**src/rtl/cv_csmem_pkg.sv**
```systemverilog
// ---------------------------------------------------------------------------
// cv_csmem_pkg
// Shared definitions for the ps_c control-register windows:
//   - word offsets of every register (index = ps_c_addr[11:2])
//   - CTRL / STAT bit positions
//   - ADDR_MSB window constants
//   - register-kind enum and the word decoder used by the bank top
// ---------------------------------------------------------------------------
package cv_csmem_pkg;

    // Window select value for ps_c_addr[18:12]
    localparam logic [6:0] ADDR_MSB_CTLREG = 7'b111_1101;

    // Word offsets
    localparam logic [9:0] REG_CTRL       = 10'h000;
    localparam logic [9:0] REG_STAT       = 10'h001;
    localparam logic [9:0] REG_TRIG       = 10'h004;
    localparam logic [9:0] REG_ORDER_BASE = 10'h008;
    localparam logic [9:0] REG_SPCNT      = 10'h010;
    localparam logic [9:0] REG_FRAME      = 10'h011;

    // CTRL / STAT bit positions
    localparam int CTRL_VIRQ_EN_BIT = 0;
    localparam int CTRL_COMMIT_BIT  = 1;
    localparam int STAT_IRQ_BIT     = 0;
    localparam int STAT_COMMIT_BIT  = 1;

    typedef enum logic [2:0] {
        KIND_NONE,
        KIND_CTRL,
        KIND_STAT,
        KIND_TRIG,
        KIND_ORDER,
        KIND_SPCNT,
        KIND_FRAME
    } reg_kind_e;

    // Classifies a word index; the ORDER range depends on how many
    // 4-entry words the instance has.
    function automatic reg_kind_e decode_word(input logic [9:0] word,
                                              input int         order_words);
        reg_kind_e kind;
        kind = KIND_NONE;
        if (word == REG_CTRL)
            kind = KIND_CTRL;
        else if (word == REG_STAT)
            kind = KIND_STAT;
        else if (word == REG_TRIG)
            kind = KIND_TRIG;
        else if (word == REG_SPCNT)
            kind = KIND_SPCNT;
        else if (word == REG_FRAME)
            kind = KIND_FRAME;
        else if ((word >= REG_ORDER_BASE) &&
                 (word <  REG_ORDER_BASE + 10'(order_words)))
            kind = KIND_ORDER;
        return kind;
    endfunction

endpackage

```
**src/rtl/cv_csmem_order_bank.sv**
```systemverilog
// ---------------------------------------------------------------------------
// cv_csmem_order_bank
// NUM_ORDER x 8-bit render-order storage: byte-lane writable shadow table,
// optional active copy loaded on commit, and the renderer select mux.
// Build option: `CV_CSMEM_DBUF_EN keeps a separate active table; without it
// the renderer reads the shadow table directly.
// Ports:
//   ps_c_clk, reset_n  clock, async active-low reset
//   wr_en              write strobe for a word inside the ORDER range
//   word_off           word offset relative to the ORDER base
//   wr_lanes, wr_data  byte enables / data; lane j -> entry 4*word_off+j
//   commit             copy shadow -> active (double-buffered build only)
//   sel                render-order entry select
//   rd_data            shadow word at word_off (for bus reads)
//   order_out          active (or shadow) entry[sel], combinational
// ---------------------------------------------------------------------------
module cv_csmem_order_bank #(
    parameter int NUM_ORDER = 8
) (
    input  logic                         ps_c_clk,
    input  logic                         reset_n,
    input  logic                         wr_en,
    input  logic [9:0]                   word_off,
    input  logic [3:0]                   wr_lanes,
    input  logic [31:0]                  wr_data,
    input  logic                         commit,
    input  logic [$clog2(NUM_ORDER)-1:0] sel,
    output logic [31:0]                  rd_data,
    output logic [7:0]                   order_out
);

    localparam int NUM_WORDS = NUM_ORDER / 4;

    logic [7:0] shadow [NUM_ORDER];

    // Shadow table: each byte lane of the addressed word updates one entry.
    always_ff @(posedge ps_c_clk or negedge reset_n) begin
        if (!reset_n) begin
            for (int i = 0; i < NUM_ORDER; i++)
                shadow[i] <= '0;
        end else if (wr_en) begin
            for (int g = 0; g < NUM_WORDS; g++) begin
                if (word_off == 10'(g)) begin
                    for (int j = 0; j < 4; j++) begin
                        if (wr_lanes[j])
                            shadow[4*g+j] <= wr_data[8*j +: 8];
                    end
                end
            end
        end
    end

    // Bus readback always returns the shadow contents.
    always_comb begin
        rd_data = '0;
        for (int g = 0; g < NUM_WORDS; g++) begin
            if (word_off == 10'(g))
                rd_data = {shadow[4*g+3], shadow[4*g+2], shadow[4*g+1], shadow[4*g]};
        end
    end

`ifdef CV_CSMEM_DBUF_EN
    logic [7:0] active [NUM_ORDER];

    // The whole table is copied in one edge, so the renderer never observes
    // a mix of old and new entries. A coincident shadow write lands only in
    // the shadow because the copy samples the pre-edge shadow.
    always_ff @(posedge ps_c_clk or negedge reset_n) begin
        if (!reset_n) begin
            for (int i = 0; i < NUM_ORDER; i++)
                active[i] <= '0;
        end else if (commit) begin
            for (int i = 0; i < NUM_ORDER; i++)
                active[i] <= shadow[i];
        end
    end

    always_comb begin
        order_out = '0;
        if (int'(sel) < NUM_ORDER)
            order_out = active[sel];
    end
`else
    logic unused_commit;
    assign unused_commit = commit;

    always_comb begin
        order_out = '0;
        if (int'(sel) < NUM_ORDER)
            order_out = shadow[sel];
    end
`endif

endmodule

```
**src/rtl/cv_csmem_ctlreg_bank.sv**
```systemverilog
// ---------------------------------------------------------------------------
// cv_csmem_ctlreg_bank
// CPU-visible control register bank on the ps_c slave bus: render-order
// table, sprite count, VIRQ control, sticky W1C interrupt status, frame
// counter and frame-synchronous commit of shadowed configuration.
// Build option: `CV_CSMEM_DBUF_EN enables shadow/active double buffering.
// Without it, writes reach r_rend_order/r_sp_count on the next clock,
// commit requests are ignored and commit_pending reads 0.
// Ports:
//   ps_c_clk, reset_n         clock, async active-low reset
//   ps_c_addr/din/we/en       slave bus access (word index = addr[11:2])
//   ps_c_dout, ps_c_dout_en   registered read data / valid (1 cycle after cs)
//   frame_start               1-cycle frame boundary pulse
//   rend_order_sel            render-order entry select
//   r_rend_order              selected active entry, combinational
//   r_sp_count                active sprite count
//   r_virq_en                 VIRQ enable
//   r_virq_trig               software trigger, combinational from TRIG write
//   r_irq                     registered virq_en & irq_pending
// ---------------------------------------------------------------------------
module cv_csmem_ctlreg_bank
    import cv_csmem_pkg::*;
#(
    parameter logic [6:0] ADDR_MSB    = ADDR_MSB_CTLREG,
    parameter int         NUM_ORDER   = 8,
    parameter int         SP_CNT_W    = 16,
    parameter int         FRAME_CNT_W = 16
) (
    input  logic                         ps_c_clk,
    input  logic                         reset_n,
    input  logic [18:0]                  ps_c_addr,
    input  logic [31:0]                  ps_c_din,
    input  logic [3:0]                   ps_c_we,
    input  logic                         ps_c_en,
    output logic [31:0]                  ps_c_dout,
    output logic                         ps_c_dout_en,
    input  logic                         frame_start,
    input  logic [$clog2(NUM_ORDER)-1:0] rend_order_sel,
    output logic [7:0]                   r_rend_order,
    output logic [SP_CNT_W-1:0]          r_sp_count,
    output logic                         r_virq_en,
    output logic                         r_virq_trig,
    output logic                         r_irq
);

    localparam int         SP_LANE_CNT  = (SP_CNT_W + 7) / 8;
    localparam logic [3:0] SP_LANE_MASK = 4'((1 << SP_LANE_CNT) - 1);

    logic                   cs;
    logic [9:0]             word_idx;
    reg_kind_e              kind;
    logic                   ctrl_wr;
    logic                   irq_clr;
    logic                   sp_wr;
    logic                   order_wr;
    logic                   commit_pending;
    logic                   commit;
    logic                   virq_en;
    logic                   irq_pending;
    logic [SP_CNT_W-1:0]    sp_shadow;
    logic [FRAME_CNT_W-1:0] frame_cnt;
    logic [31:0]            order_rd_data;
    logic [31:0]            rdata;
    logic                   unused_addr_bits;

    assign unused_addr_bits = ^ps_c_addr[1:0];

    assign cs       = (ps_c_addr[18:12] == ADDR_MSB) & ps_c_en;
    assign word_idx = ps_c_addr[11:2];
    assign kind     = decode_word(word_idx, NUM_ORDER / 4);

    // Control and status bits all live in byte lane 0.
    assign ctrl_wr  = cs & (kind == KIND_CTRL) & ps_c_we[0];
    assign irq_clr  = cs & (kind == KIND_STAT) & ps_c_we[0] & ps_c_din[STAT_IRQ_BIT];
    assign order_wr = cs & (kind == KIND_ORDER) & (|ps_c_we);
    // A partial write could tear the sprite count, so every lane that holds
    // count bits must be enabled.
    assign sp_wr    = cs & (kind == KIND_SPCNT) & ((ps_c_we & SP_LANE_MASK) == SP_LANE_MASK);

    assign r_virq_trig = cs & (kind == KIND_TRIG) & ps_c_we[0] & ps_c_din[0];
    assign r_virq_en   = virq_en;

    cv_csmem_order_bank #(
        .NUM_ORDER (NUM_ORDER)
    ) u_order_bank (
        .ps_c_clk  (ps_c_clk),
        .reset_n   (reset_n),
        .wr_en     (order_wr),
        .word_off  (word_idx - REG_ORDER_BASE),
        .wr_lanes  (ps_c_we),
        .wr_data   (ps_c_din),
        .commit    (commit),
        .sel       (rend_order_sel),
        .rd_data   (order_rd_data),
        .order_out (r_rend_order)
    );

`ifdef CV_CSMEM_DBUF_EN
    logic                commit_req;
    logic [SP_CNT_W-1:0] sp_active;

    assign commit_req = ctrl_wr & ps_c_din[CTRL_COMMIT_BIT];
    assign commit     = frame_start & commit_pending;
    assign r_sp_count = sp_active;

    // A request arriving with frame_start is held for the following frame,
    // so it takes priority over the clear caused by this frame_start.
    always_ff @(posedge ps_c_clk or negedge reset_n) begin
        if (!reset_n) begin
            commit_pending <= 1'b0;
            sp_active      <= '0;
        end else begin
            if (commit_req)
                commit_pending <= 1'b1;
            else if (frame_start)
                commit_pending <= 1'b0;
            if (commit)
                sp_active <= sp_shadow;
        end
    end
`else
    assign commit_pending = 1'b0;
    assign commit         = 1'b0;
    assign r_sp_count     = sp_shadow;
`endif

    // Bus readback; write-only and unmapped words read as zero.
    always_comb begin
        rdata = '0;
        case (kind)
            KIND_CTRL: begin
                rdata[CTRL_VIRQ_EN_BIT] = virq_en;
                rdata[CTRL_COMMIT_BIT]  = commit_pending;
            end
            KIND_STAT: begin
                rdata[STAT_IRQ_BIT]    = irq_pending;
                rdata[STAT_COMMIT_BIT] = commit_pending;
            end
            KIND_ORDER: rdata = order_rd_data;
            KIND_SPCNT: rdata = 32'(sp_shadow);
            KIND_FRAME: rdata = 32'(frame_cnt);
            default:    rdata = '0;
        endcase
    end

    // Control/status registers, frame counter and registered bus outputs.
    // frame_start beats a coincident W1C so no interrupt is lost.
    always_ff @(posedge ps_c_clk or negedge reset_n) begin
        if (!reset_n) begin
            virq_en      <= 1'b0;
            irq_pending  <= 1'b0;
            sp_shadow    <= '0;
            frame_cnt    <= '0;
            ps_c_dout    <= '0;
            ps_c_dout_en <= 1'b0;
            r_irq        <= 1'b0;
        end else begin
            if (ctrl_wr)
                virq_en <= ps_c_din[CTRL_VIRQ_EN_BIT];
            if (frame_start)
                irq_pending <= 1'b1;
            else if (irq_clr)
                irq_pending <= 1'b0;
            if (sp_wr)
                sp_shadow <= ps_c_din[SP_CNT_W-1:0];
            if (frame_start)
                frame_cnt <= frame_cnt + FRAME_CNT_W'(1);
            ps_c_dout_en <= cs;
            if (cs)
                ps_c_dout <= rdata;
            r_irq <= virq_en & irq_pending;
        end
    end

endmodule

```
**config.mk**
```make
export PLATFORM = sky130hd
export DESIGN_NAME = cv_csmem_ctlreg_bank
export DESIGN_NICKNAME = d
export VERILOG_FILES = /design/src/rtl/cv_csmem_pkg.sv /design/src/rtl/cv_csmem_order_bank.sv /design/src/rtl/cv_csmem_ctlreg_bank.sv
export SDC_FILE = /design/constraint.sdc
export NUM_CORES = 1
export LEC_CHECK = 0
export BUFFER_PORTS_ARGS = -buffer_cell sky130_fd_sc_hd__buf_4
export CORE_AREA = 8 8 123 125
export CTS_BUF_LIST = sky130_fd_sc_hd__clkbuf_4 sky130_fd_sc_hd__clkbuf_8
export DETAILED_ROUTE_END_ITERATION = 7
export DIE_AREA = 0 0 131 133
export PLACE_DENSITY_LB_ADDON = 0.1
export SLEW_MARGIN = 20
export SYNTH_ARGS = -nofsm -noshare
export SYNTH_HDL_FRONTEND = slang
export SYNTH_HIERARCHICAL = 1
export SYNTH_SLANG_ARGS = --single-unit
```
**constraint.sdc**
```tcl
create_clock -name ps_c_clk -period 1.4 [get_ports ps_c_clk]
set_input_delay 0.14 -clock ps_c_clk [delete_from_list [all_inputs] [get_ports ps_c_clk]]
set_output_delay 0.14 -clock ps_c_clk [all_outputs]
set_load 0.05 [all_outputs]
```
======== Yosys cells after proc, flatten, opt, wreduce, memory -nomap -nowiden ========
Index checks and enable logic that the tools add are counted.
storage, ports and cells
  RAM bits ................................ 0
  latch bits .............................. 0
  memories kept ........................... 0
  bits of input ports ..................... 62
  bits in registers ....................... 132
  ROM bits ................................ 0
  output and inout bits ................... 60
operators by class
  multiply operators ...................... 0
  shift operators ......................... 0
  equality and inequality tests ........... 13
  muxes and demuxes ....................... 15
  bitwise operators ....................... 15
  order comparisons ....................... 3
  div/mod/pow operators ................... 0
  reductions and logical operators ........ 13
  add/sub/neg operators ................... 2
operator list
  kind                                                  number
  case mux 30 bit (3 select lines)                      1
  2-to-1 mux 32 bit                                     2
  binary-select mux 8 bit (select 3 bit)                1
  AND reduction 3 bit                                   8
  equality test 10 x 1 -> 1 bit, second input constant  2
  equality test 10 x 5 -> 1 bit, second input constant  2
  zero test 10 bit                                      2
  2-to-1 mux 3 bit                                      6
  adder 16 x 1 -> 16 bit, second input constant         1
  2-to-1 mux 8 bit                                      2
  bitwise AND 1 bit                                     14
  equality test 10 x 3 -> 1 bit, second input constant  1
  >= comparator 10 x 4 -> 1 bit, second input constant  1
  < comparator 10 x 4 -> 1 bit, second input constant   1
  case mux 2 bit (5 select lines)                       1
  subtractor 10 x 4 -> 10 bit, second input constant    1
  equality test 3 bit, second input constant            3
  equality test 7 bit, second input constant            1
  equality test 3 x 2 -> 1 bit, second input constant   2
  >= comparator 4 bit, second input constant            1
  inverter 3 -> 4 bit                                   1
  OR reduction 4 bit                                    1
  equality test 3 x 1 -> 1 bit, second input constant   1
  equality test 2 bit, second input constant            1
  3 further kinds                                       4

======== Longest topological paths before layout ========
Gate-level depths: netlist (run 1).
  depth in word-level cells ............... 14
  gate-level depth with buffers ........... 12
  gate-level depth less buffers ........... 9

======== By module ========
The synthesis (run 1) kept the hierarchy.
modules (own cells, without submodules)
  module                area an instance (um2)  instances  cells each
  cv_csmem_order_bank   3469.6                  1          247
  cv_csmem_ctlreg_bank  3238.1                  1          257

======== Least setup slack after synthesis (run 1) ========
No wires, ideal clock.
  kind .................................... input to register
  start ................................... in ps_c_addr[8]
  end ..................................... reg ps_c_dout[10]
  library setup time ...................... 0.121 ns
  setup slack ............................. -0.813 ns
  cell stages on the path ................. 10
  arrival ................................. 2.092 ns
  buffers on the path ..................... 2
  cell sequence ........................... nor3_4 > and3_1 > clkbuf_1 > xor2_1 > nor3_1 > nand3_1 > clkbuf_1 > nor2_1 > o2bb2ai_1 > a22o_1
RTL lines
  item                                  line                         text
  start, declared                       cv_csmem_ctlreg_bank.sv:31   input logic [18:0] ps_c_addr,
  subtractor 10 x 4 -> 10 bit (*)       cv_csmem_ctlreg_bank.sv:89   .word_off (word_idx - REG_ORDER_BASE),
  zero test 10 bit                      cv_csmem_order_bank.sv:57    if (word_off == 10'(g))
  2-to-1 mux 32 bit                     cv_csmem_order_bank.sv:57
  2-to-1 mux 32 bit (*)                 cv_csmem_order_bank.sv:57
  net order_rd_data[10]                 cv_csmem_ctlreg_bank.sv:62   logic [31:0] order_rd_data;
  case mux 30 bit (3 select lines) (*)  cv_csmem_ctlreg_bank.sv:130  case (kind)
  end signal, assigned                  cv_csmem_ctlreg_bank.sv:170  ps_c_dout <= rdata;
  end, declared                         cv_csmem_ctlreg_bank.sv:35   output logic [31:0] ps_c_dout,
Mark *: on every way through the listed nets, which the timed path passes. The rest lies on a longest branch.
A chain may end at the register's enable or synchronous reset.

======== Worst setup path in the final report (run 1) ========
  start ................................... reg u_order_bank/shadow[33] (netlist name)
  end ..................................... out r_rend_order[1]
between the ends
  word-level cells in the longest chain between the ends .. 3
RTL lines
  item                                                  line                        text
  start, declared                                       cv_csmem_order_bank.sv:34   logic [7:0] shadow [NUM_ORDER];
  start signal, assigned by index                       cv_csmem_order_bank.sv:46   shadow[4*g+j] <= wr_data[8*j +: 8];
  binary-select mux 8 bit (select 3 bit)                cv_csmem_order_bank.sv:90   order_out = shadow[sel];
  2-to-1 mux 8 bit (implied by the code) (2 in series)  cv_csmem_order_bank.sv:90
  end, declared                                         cv_csmem_ctlreg_bank.sv:39  output logic [7:0] r_rend_order,
Every way passes these cells. The select of a mux whose other input is x is not followed.

==> results.py, run 1 <==
metrics = {
    "die": {
        "die_y_um": 133,
        "core_area_um2": 13100,
        "die_w_um": 131,
        "io_pins": 122,
        "die-area_um2": 17400,
        "initial_core_util": 0.512,
        "std_cell_rows": 42,
    },
    "route": {
        "drt_iter0_markers": 511,
        "postRouteAntennaNets": 0,
        "via_count": 5681,
        "route.detailed.drc": 0,
        "wire_per_inst_um": 22.7,
        "dr.pass1.iters": 5,
        "post_drt_via_cell_ratio": 5.70,
        "wl_mm": 22.6,
    },
    "global_route": {
        "grt_use_met2": 0.426,
        "met1_usage": 0.325,
        "met3_usage": 0.0591,
        "antenna_found_initial": 0,
        "grt_first_pass_wirelength_mm": 34.5,
        "grtUsageTotal": 0.260,
        "grt-busiest-layer": "met2",
        "grt_max_degree": 40,
        "grt_pass1_vias": 6239,
        "grt_overflow": 0,
    },
    "sta": {
        "max_slew_margin": 0.679,
        "min_period_ns": 1.92,
        "min_period_over_period": 1.37,
        "fin_ws_ns": -0.525,
        "hold_violations": 0,
        "whs_ns": 0.183,
        "skew_ns": 0.00851,
        "final_max_slew_viol_count": 0,
        "rsz0062_at_grt": "true",
        "worst_pin_slew_ns": 0.481,
        "setup_viol": 122,
        "fmax_mhz": 519,
    },
    "synthesis": {
        "yosys_warnings": 6,
        "syn_area_um2": 6700,
        "synth_nets": 567,
        "netlist_instances": 503,
        "syn_area_per_cell_um2": 13.3,
    },
    "critical_path": {
        "crit_type": "reg2out",
        "arrival_ns": 1.78,
        "worstPathRequired_ns": 1.26,
        "cp_max_fo": 2,
        "worstRegToRegCells": 4,
        "end_kind": "output pin",
        "crit_path_start_kind": "flip-flop",
    },
    "final_layout": {
        "areaGrowthSynthToFinish_pct": 61.8,
        "fill_cells": 663,
        "final_area_um2": 10800,
        "drive_gt1_frac": 0.626,
        "nNetsFinal": 872,
        "antennaDiodeCount": 0,
    },
    "status": {
        "violations": "setup timing",
        "status": "complete, but fails checks",
    },
    "placed_design": {
        "place_ws_ns": -0.690,
        "dpl_cell_area_um2": 8890,
        "place.gp.congestion": 0.868,
        "io_buffers": 119,
        "place_hpwl_mm": 14.3,
    },
    "power_and_ir_drop": {
        "p_per_area_nw_per_um2": 838,
        "peakVddDrop_mv": 0.658,
        "power_leakage_nw": 5.34,
        "power.total_mw": 9.09,
    },
    "clock_network": {
        "cts_tree": "yes",
        "cts_root_buffer": "clkbuf_8",
        "numCtsBuffers": 17,
        "htree_levels": 4,
        "clock_path_buffers": 2,
        "clk_pin_slew_ns": 0.08,
        "cts_sinks": 132,
        "worstSkewPairLatency_ns": 0.45,
    },
    "hold_path": {
        "hp-class": "in2async",
    },
    "run": {
        "cap_viol_max_count": 0,
    },
}
[sequential cells by signal (all words and copies together), names as in the netlist]
signal / flops
r_virq_en: 1
ps_c_dout_en: 1
frame_cnt: 16
u_order_bank/shadow: 64
r_irq: 1
r_sp_count: 16
ps_c_dout: 32
irq_pending: 1
[repair_timing]
action / in CTS / in global routing
cloned: 8 / 0
endpoints found under the setup margin: 123 / 129
hold buffers: 34 / 0
pin swaps: 43 / 38
setup buffers: 25 / 4
gates resized for setup: 139 / 47
hold endpoints to repair: 109 / 0
[placed cells by master (no fill, tap or decap), types with 3 or more instances in the layout]
cell and instances:
nor3_2 3, nand4_4 9, nor4_4 3, dfrtp_1 130
buf_12 16, xor2_1 8, nor2_4 34, buf_8 5
mux2_2 68, buf_4 225, nand3_1 3, dlygate4sd3_1 34
nand2_1 11, clkinv_4 4, mux2_4 22, a22o_1 32
xnor2_1 10, nor2_1 5, mux2i_1 47, nand4_1 8
mux4_2 17, o2bb2ai_2 14, nor3_4 3, bufinv_16 5
nand3_4 5, clkbuf_8 18, buf_6 29, and2_4 4
[final timing paths]
| kind | start | to | slack, ns |
|---|---|---|---|
| min | reset_n | r_virq_en | 0.18 |
| min reg2reg | ps_c_dout[5] | ps_c_dout[5] | 0.51 |
| max in group asynchronous | reset_n | u_order_bank/shadow[16] | 0.62 |
| max reg2reg | frame_cnt[0] | ps_c_dout[0] | -0.10 |
| max | u_order_bank/shadow[33] | r_rend_order[1] | -0.52 |
| min in group ps_c_clk | ps_c_din[0] | irq_pending | 0.26 |
[where the power goes]
part	internal, mW	switching, mW
clock network	2.22	1.61
registers	3.91	0.143
logic	0.636	0.569
[worst max-delay path, stage by stage (launching register included)]
cell and delay [ns]:
dfrtp_1 0.40, mux4_2 0.48, mux2_4 0.30, buf_6 0.16
[area by class of cell]
cell class | instances | area, um2 | area share
multi-input combinational | 340 | 3970 | 0.366
sequential | 132 | 3310 | 0.305
timing repair buffer | 312 | 2840 | 0.262
clock buffer | 19 | 255 | 0.0235
clock inverter | 13 | 221 | 0.0204
tap | 176 | 220 | 0.0203
inverter | 5 | 37.5 | 0.00346
[metrics by stage]
step           std cells  TNS [ns]  utilization
6_report             997    -21.13        0.829
5_1_grt              997    -29.86        0.829
4_1_cts              993    -13.50        0.810
3_5_place_dp         896    -71.41        0.679
3_3_place_gp         896    -68.26        0.679
2_1_floorplan        503    -55.10            -
[routing by layer]
layer  wire (um)  vias up
met5           0        -
met4         572        0
met1        9180     2869
met2       11400      242
li1            -     2509
met3        1390       61
Note: power is estimated with default switching activity, not from simulation.
==> run 2, diff against run 1 <==
--- a/config.mk
+++ b/config.mk
@@ -6,13 +6,12 @@
 export NUM_CORES = 1
 export LEC_CHECK = 0
 export BUFFER_PORTS_ARGS = -buffer_cell sky130_fd_sc_hd__buf_4
-export CORE_AREA = 8 8 123 125
+export CORE_AREA = 8 8 120 122
 export CTS_BUF_LIST = sky130_fd_sc_hd__clkbuf_4 sky130_fd_sc_hd__clkbuf_8
 export DETAILED_ROUTE_END_ITERATION = 7
-export DIE_AREA = 0 0 131 133
+export DIE_AREA = 0 0 128 130
 export PLACE_DENSITY_LB_ADDON = 0.1
 export SLEW_MARGIN = 20
 export SYNTH_ARGS = -nofsm -noshare
 export SYNTH_HDL_FRONTEND = slang
-export SYNTH_HIERARCHICAL = 1
 export SYNTH_SLANG_ARGS = --single-unit
==> run 2 against run 1 <==
The flow still finishes with violations (setup timing). Synthesized cell count shrank 8.7%. Worst hold slack worse by 0.13 ns. Sequential share of layout area is 3.4 points higher. Register-to-register slack got worse by 0.02 ns. Utilization shrank 4.4 points. Sequential cell count did not move. Critical endpoint is now r_rend_order[2].
==> results.py, run 2 <==
metrics = {
    "run": {
        "cap_viol_max_count": 0,
    },
    "global_route": {
        "grt_max_degree": 71,
        "grt_first_pass_wirelength_mm": 30.8,
        "met3_usage": 0.0592,
        "grt_overflow": 0,
        "grtUsageTotal": 0.242,
        "grt_use_met2": 0.411,
        "antenna_found_initial": 0,
        "met1_usage": 0.298,
        "grt_pass1_vias": 5724,
        "grt-busiest-layer": "met2",
    },
    "synthesis": {
        "ys_top_cells_by_area": "dfrtp_1 52%, mux2_2 17%, mux4_2 5.7%",
        "synthTopCellsByCount": "132 x dfrtp_1, 98 x mux2_2, 32 x mux2i_1",
        "synth_top_family_by_area": "multiplexers",
        "synth_xor_area_frac": 0.0221,
        "synth_ff_type": "dfrtp_1",
        "syn_area_um2": 6330,
        "synth.yosys.seq_area_share": 0.522,
        "synth.largest_area_cell": "dfrtp_1",
        "yosys_warnings": 0,
        "syn_area_per_cell_um2": 13.8,
        "synth_cell_types": 43,
        "synth_compound_area_frac": 0.0441,
        "ys_ff_latch": 132,
        "synthAdderAreaFrac": 0.00395,
        "synth_edf_count": 0,
        "synthSimpleGateAreaFrac": 0.0860,
        "postSynth.asyncResetShare": 1.00,
        "synth_mux_area_frac": 0.301,
        "synthMostInstantiatedCell": "dfrtp_1",
        "netlist_instances": 459,
        "synth_nets": 523,
        "synth_top_cell_area_share": 0.522,
    },
    "die": {
        "die_w_um": 128,
        "io_pins": 122,
        "die_y_um": 130,
        "initial_core_util": 0.510,
        "core_area_um2": 12400,
        "std_cell_rows": 41,
        "die-area_um2": 16600,
    },
    "route": {
        "via_count": 5093,
        "dr.pass1.iters": 4,
        "wire_per_inst_um": 21.2,
        "post_drt_via_cell_ratio": 5.57,
        "postRouteAntennaNets": 0,
        "drt_iter0_markers": 303,
        "wl_mm": 19.4,
        "route.detailed.drc": 0,
    },
    "sta": {
        "fin_ws_ns": -0.514,
        "skew_ns": 0.0130,
        "whs_ns": 0.0578,
        "fmax_mhz": 522,
        "final_max_slew_viol_count": 0,
        "worst_pin_slew_ns": 0.419,
        "min_period_over_period": 1.37,
        "setup_viol": 120,
        "min_period_ns": 1.91,
        "rsz0062_at_grt": "true",
        "hold_violations": 0,
        "final.setup.tns_ns": -35.74,
        "max_slew_margin": 0.718,
    },
    "final_layout": {
        "final_common_cell": "buf_4",
        "final_cell_mix": "208 x buf_4, 132 x dfrtp_1, 65 x mux2_2, 41 x mux2_4, 34 x dlygate4sd3_1",
        "areaGrowthSynthToFinish_pct": 54.0,
        "largest_reg_flops": 64,
        "largest_registers": "u_order_bank.shadow: 64 flops, ps_c_dout: 32 flops",
        "final_util": 0.785,
        "nNetsFinal": 794,
        "antennaDiodeCount": 0,
        "drive_gt1_frac": 0.607,
        "regMostFlops": "u_order_bank.shadow",
    },
    "clock_network": {
        "clk_pin_slew_ns": 0.08,
        "clock_path_buffers": 2,
        "cts_tree": "yes",
        "cts_sinks": 132,
        "htree_levels": 4,
        "worstSkewPairLatency_ns": 0.45,
        "cts_root_buffer": "clkbuf_8",
        "numCtsBuffers": 17,
    },
    "placed_design": {
        "place_hpwl_mm": 13.2,
        "io_buffers": 119,
        "place.gp.congestion": 0.865,
    },
    "critical_path": {
        "worstPathRequired_ns": 1.26,
        "worstRegToRegCells": 5,
        "cp_max_fo": 2,
        "end_kind": "output pin",
        "crit_path_start_kind": "flip-flop",
        "max_stage_delay_ns": 0.47,
        "worst_path_max_delay_cell": "mux4_2",
        "worstPathCellList": "mux4_2, mux2_4, buf_6",
        "crit_type": "reg2out",
        "crit_family": "multiplexers",
        "arrival_ns": 1.77,
        "worst-path-buf-inv": 1,
        "cp.depth": 3,
    },
    "power_and_ir_drop": {
        "p_per_area_nw_per_um2": 884,
        "power_leakage_nw": 4.97,
        "power.total_mw": 8.62,
        "peakVddDrop_mv": 0.858,
    },
    "hold_path": {
        "whs_path_depth": 3,
        "hp-class": "in2reg",
    },
    "status": {
        "violations": "setup timing",
        "status": "complete, but fails checks",
    },
}
[run 2: timing repair]
item | 4_1_cts | 5_1_grt
hold buffers | 34 | 0
hold endpoints to repair | 217 | 0
pin swaps | 19 | 9
resized for setup | 93 | 11
setup endpoints to repair | 119 | 127
gates cloned | 2 | 0
buffers inserted | 17 | 10
[run 2: cells by family after synthesis]
logic type	after synthesis
muxes	154
adders and majority gates	2
xor gates and xnor gates	16
AOI/OAI and AO/OA	38
and+or+nand+nor	86
buffers and inverters	31
DFF	132
[run 2: metrics by stage]
stage	setup slack, ns	cells	area [um2]
finish	-0.514	915	9750
global route	-0.567	915	9750
floorplan	-0.917	459	6500
CTS	-0.524	907	9650
global placement	-0.897	822	8260
detailed placement	-0.931	822	8260
[run 2: report_power, final]
part	internal [mW]	switching (mW)	total, mW
registers	3.91	0.0660	3.98
clock network	2.09	1.47	3.56
logic	0.563	0.521	1.08
[run 2: path summary, 6_finish.rpt]
path	from	endpoint	slack [ns]
worst max-delay path	u_order_bank.shadow[34]	r_rend_order[2]	-0.51
worst min-delay path	ps_c_we[0]	irq_pending	0.06
worst max register to register	u_order_bank.shadow[53]	ps_c_dout[13]	-0.12
worst min register to register	ps_c_dout[21]	ps_c_dout[21]	0.48
max in group asynchronous	reset_n	u_order_bank.shadow[9]	0.79
min in group asynchronous	reset_n	r_irq	0.25
[run 2: metal layers]
metal / part of all wire / vias to the layer above
met5: 0 / -
met1: 0.42 / 2622
met3: 0.053 / 34
li1: - / 2272
met4: 0.021 / 0
met2: 0.51 / 165
[run 2: area by class of cell]
type	count	area [um2]
Sequential cell	132	3300
Clock buffer	26	333
Clock inverter	6	116
Fill cell	760	2670
Timing Repair Buffer	279	2460
Multi-Input combinational cell	296	3300
Tap cell	172	215
Inverter	4	15.0
[run 2: worst min-delay path: cells and delay by family]
family	cells	cell delay, ns
AOI/OAI and AO/OA	1	0.10
and+or+nand+nor	1	0.07
buffers and inverters	1	0.15
==> run 3, diff against run 2 <==
--- a/config.mk
+++ b/config.mk
@@ -10,6 +10,7 @@
 export CTS_BUF_LIST = sky130_fd_sc_hd__clkbuf_4 sky130_fd_sc_hd__clkbuf_8
 export DETAILED_ROUTE_END_ITERATION = 7
 export DIE_AREA = 0 0 128 130
+export GPL_ROUTABILITY_DRIVEN = 0
 export PLACE_DENSITY_LB_ADDON = 0.1
 export SLEW_MARGIN = 20
 export SYNTH_ARGS = -nofsm -noshare
==> constraint.sdc (replaced) <==
create_clock -name ps_c_clk -period 1.7 [get_ports ps_c_clk]
set_input_delay 0.17 -clock ps_c_clk [delete_from_list [all_inputs] [get_ports ps_c_clk]]
set_output_delay 0.17 -clock ps_c_clk [all_outputs]
set_load 0.05 [all_outputs]
==> run 3 against run 2 <==
The flow still finishes with violations (setup timing). Sequential cell count stayed put. Non-clock buffer count is 56 lower. Critical endpoint unchanged. Die area stayed put. Largest cell class unchanged. Global-route usage is 1.6 points lower. Clock power is 12% lower. Register-to-register slack better by 0.37 ns. Combinational power is 40% lower. First-iteration DRC count is 35% higher. Worst setup slack better by 0.26 ns. Clock skew is 0.0030 ns lower. Highest routed layer unchanged. Utilization is 5.1 points lower.
==> results.py, run 3 (synthesis results as in run 2) <==
metrics = {
    "final_layout": {
        "final_common_cell": "buf_4",
        "antennaDiodeCount": 0,
        "final_cell_mix": "163 x buf_4, 132 x dfrtp_1, 68 x mux2_2, 38 x mux2_4, 33 x dlygate4sd3_1",
        "areaGrowthSynthToFinish_pct": 44.1,
        "regMostFlops": "u_order_bank.shadow",
        "fill_cells": 872,
        "final_cells": 858,
        "largest_registers": "u_order_bank.shadow: 64 flops, ps_c_dout: 32 flops",
        "largest_reg_flops": 64,
        "drive_gt1_frac": 0.548,
        "nNetsFinal": 738,
    },
    "placed_design": {
        "dp_cells": 763,
        "place_ws_ns": -0.677,
        "io_buffers": 119,
        "place_hpwl_mm": 12.5,
    },
    "critical_path": {
        "startpoint": "u_order_bank.shadow[50]",
        "end_kind": "output pin",
        "rrSetupSlack_ns": 0.25,
        "cp.depth": 3,
        "r2r_start": "frame_cnt[2]",
        "worstRegToRegCells": 4,
        "cp_max_fo": 3,
        "worstPathRequired_ns": 1.53,
        "worst_path_max_delay_cell": "mux4_2",
        "worst-path-buf-inv": 1,
        "max_stage_delay_ns": 0.45,
        "r2r-end": "frame_cnt[15]",
        "worstPathCellList": "mux4_2, mux2_4, buf_6",
        "crit_family": "multiplexers",
        "critPathCapture": "r_rend_order[2]",
        "crit_type": "reg2out",
        "crit_path_start_kind": "flip-flop",
        "arrival_ns": 1.78,
    },
    "power_and_ir_drop": {
        "power_leakage_nw": 4.57,
        "seqPwrFrac": 0.467,
        "switching_share": 0.229,
        "switchingPower_mw": 1.63,
        "p_clk_frac": 0.441,
        "p_int_mw": 5.49,
        "p_per_area_nw_per_um2": 780,
        "peakVddDrop_mv": 0.609,
        "comb_power_share": 0.091,
    },
    "die": {
        "std_cell_rows": 41,
        "die_y_um": 130,
        "io_pins": 122,
        "core_area_um2": 12400,
        "initial_core_util": 0.510,
        "die-area_um2": 16600,
        "die_w_um": 128,
    },
    "clock_network": {
        "cts_root_buffer": "clkbuf_8",
        "numCtsBuffers": 17,
        "cts_tree": "yes",
        "clk_pin_slew_ns": 0.07,
        "cts_sinks": 132,
        "htree_levels": 4,
        "clock_path_buffers": 2,
        "worstSkewPairLatency_ns": 0.46,
    },
    "sta": {
        "worst_pin_slew_ns": 0.579,
        "rsz0062_at_grt": "true",
        "fmax_mhz": 513,
        "skew_ns": 0.0101,
        "min_period_ns": 1.95,
        "hold_violations": 0,
        "min_period_over_period": 1.15,
        "max_slew_margin": 0.614,
        "fin_ws_ns": -0.250,
        "final_max_slew_viol_count": 0,
        "setup_viol": 32,
    },
    "run": {
        "cap_viol_max_count": 0,
    },
    "route": {
        "postRouteAntennaNets": 0,
        "post_drt_via_cell_ratio": 5.52,
        "wire_per_inst_um": 20.9,
        "wl_mm": 17.9,
        "route.detailed.drc": 0,
        "dr.pass1.iters": 5,
        "drt_iter0_markers": 410,
        "via_count": 4732,
    },
    "status": {
        "violations": "setup timing",
        "status": "complete, but fails checks",
    },
    "global_route": {
        "antenna_found_initial": 0,
        "grt_first_pass_wirelength_mm": 28.5,
        "grt_max_degree": 40,
        "grt_overflow": 0,
        "grt_pass1_vias": 5224,
        "grtUsageTotal": 0.226,
    },
    "hold_path": {
        "hp-class": "in2reg",
    },
}
run 3: cell count changes in the layout (fill, tap and decap cells not counted), sizes merged:
cell         change
bufinv           +2
buf             -56
clkbuf           -2
dlygate4sd3      -1
clkinvlp         +1
clkinv           -1
run 3: final cells by class:
type | count | area, um2 | share of cell area
clock buffers | 23 | 304 | 0.0333
inverters | 4 | 15.0 | 0.00165
multi-input cells | 296 | 3110 | 0.341
well taps | 172 | 215 | 0.0236
repair buffers | 223 | 2000 | 0.220
flip-flops and latches | 132 | 3300 | 0.362
clock inverters | 8 | 171 | 0.0188
run 3: stage by stage:
step,utilization,cell area (um2),TNS [ns],hold slack [ns],total power [mW]
2_1_floorplan,-,6390,-49.00,-0.126,3.62
3_3_place_gp,0.626,7780,-55.82,0.194,3.94
3_5_place_dp,0.626,7780,-56.50,0.197,3.97
4_1_cts,0.722,8960,-3.25,0.00242,7.14
5_1_grt,0.735,9120,-4.03,0.0137,7.35
6_report,0.735,9120,-3.40,0.0247,7.12
run 3: what timing repair did:
action | 4_1_cts | 5_1_grt
pin swaps | 4 | 0
endpoints found under the setup margin | 57 | 72
hold endpoints to repair | 113 | 0
cloned | 2 | 1
hold buffers | 33 | 0
buffers inserted | 21 | 7
resized for setup | 45 | 27
run 3: power groups by stage:
stage	clock [mW]	sequential (mW)	combinational [mW]
6_report	3.14	3.33	0.650
5_1_grt	3.30	3.33	0.712
3_5_place_dp	0	3.38	0.583
3_3_place_gp	0	3.38	0.565
4_1_cts	3.17	3.32	0.650
2_1_floorplan	0	3.37	0.254
run 3: metal layers:
layer  GRT usage  vias up  share of wire
met5           0        -              0
met4      0.0881        0          0.020
met3      0.0588       33          0.055
met2       0.367      127           0.49
met1       0.285     2407           0.43
li1            -     2165              -
run 3: worst register-to-register path: stages, from the launching register on:
cell and delay, ns:
dfrtp_1 0.45, and4_1 0.25, and4_1 0.31, nand4_1 0.16
xnor2_1 0.16
run 3: worst min-delay path by stage:
stage                      from       endpoint  slack [ns]  cells after the start
floorplan               reset_n   frame_cnt[0]       -0.13                      0
detailed placement      reset_n          r_irq        0.20                      1
global route        ps_c_din[0]  r_sp_count[0]        0.01                      2
finish              ps_c_din[0]  r_sp_count[0]        0.02                      2
CTS                 ps_c_din[0]  r_sp_count[0]       0.002                      2
global placement        reset_n          r_irq        0.19                      1
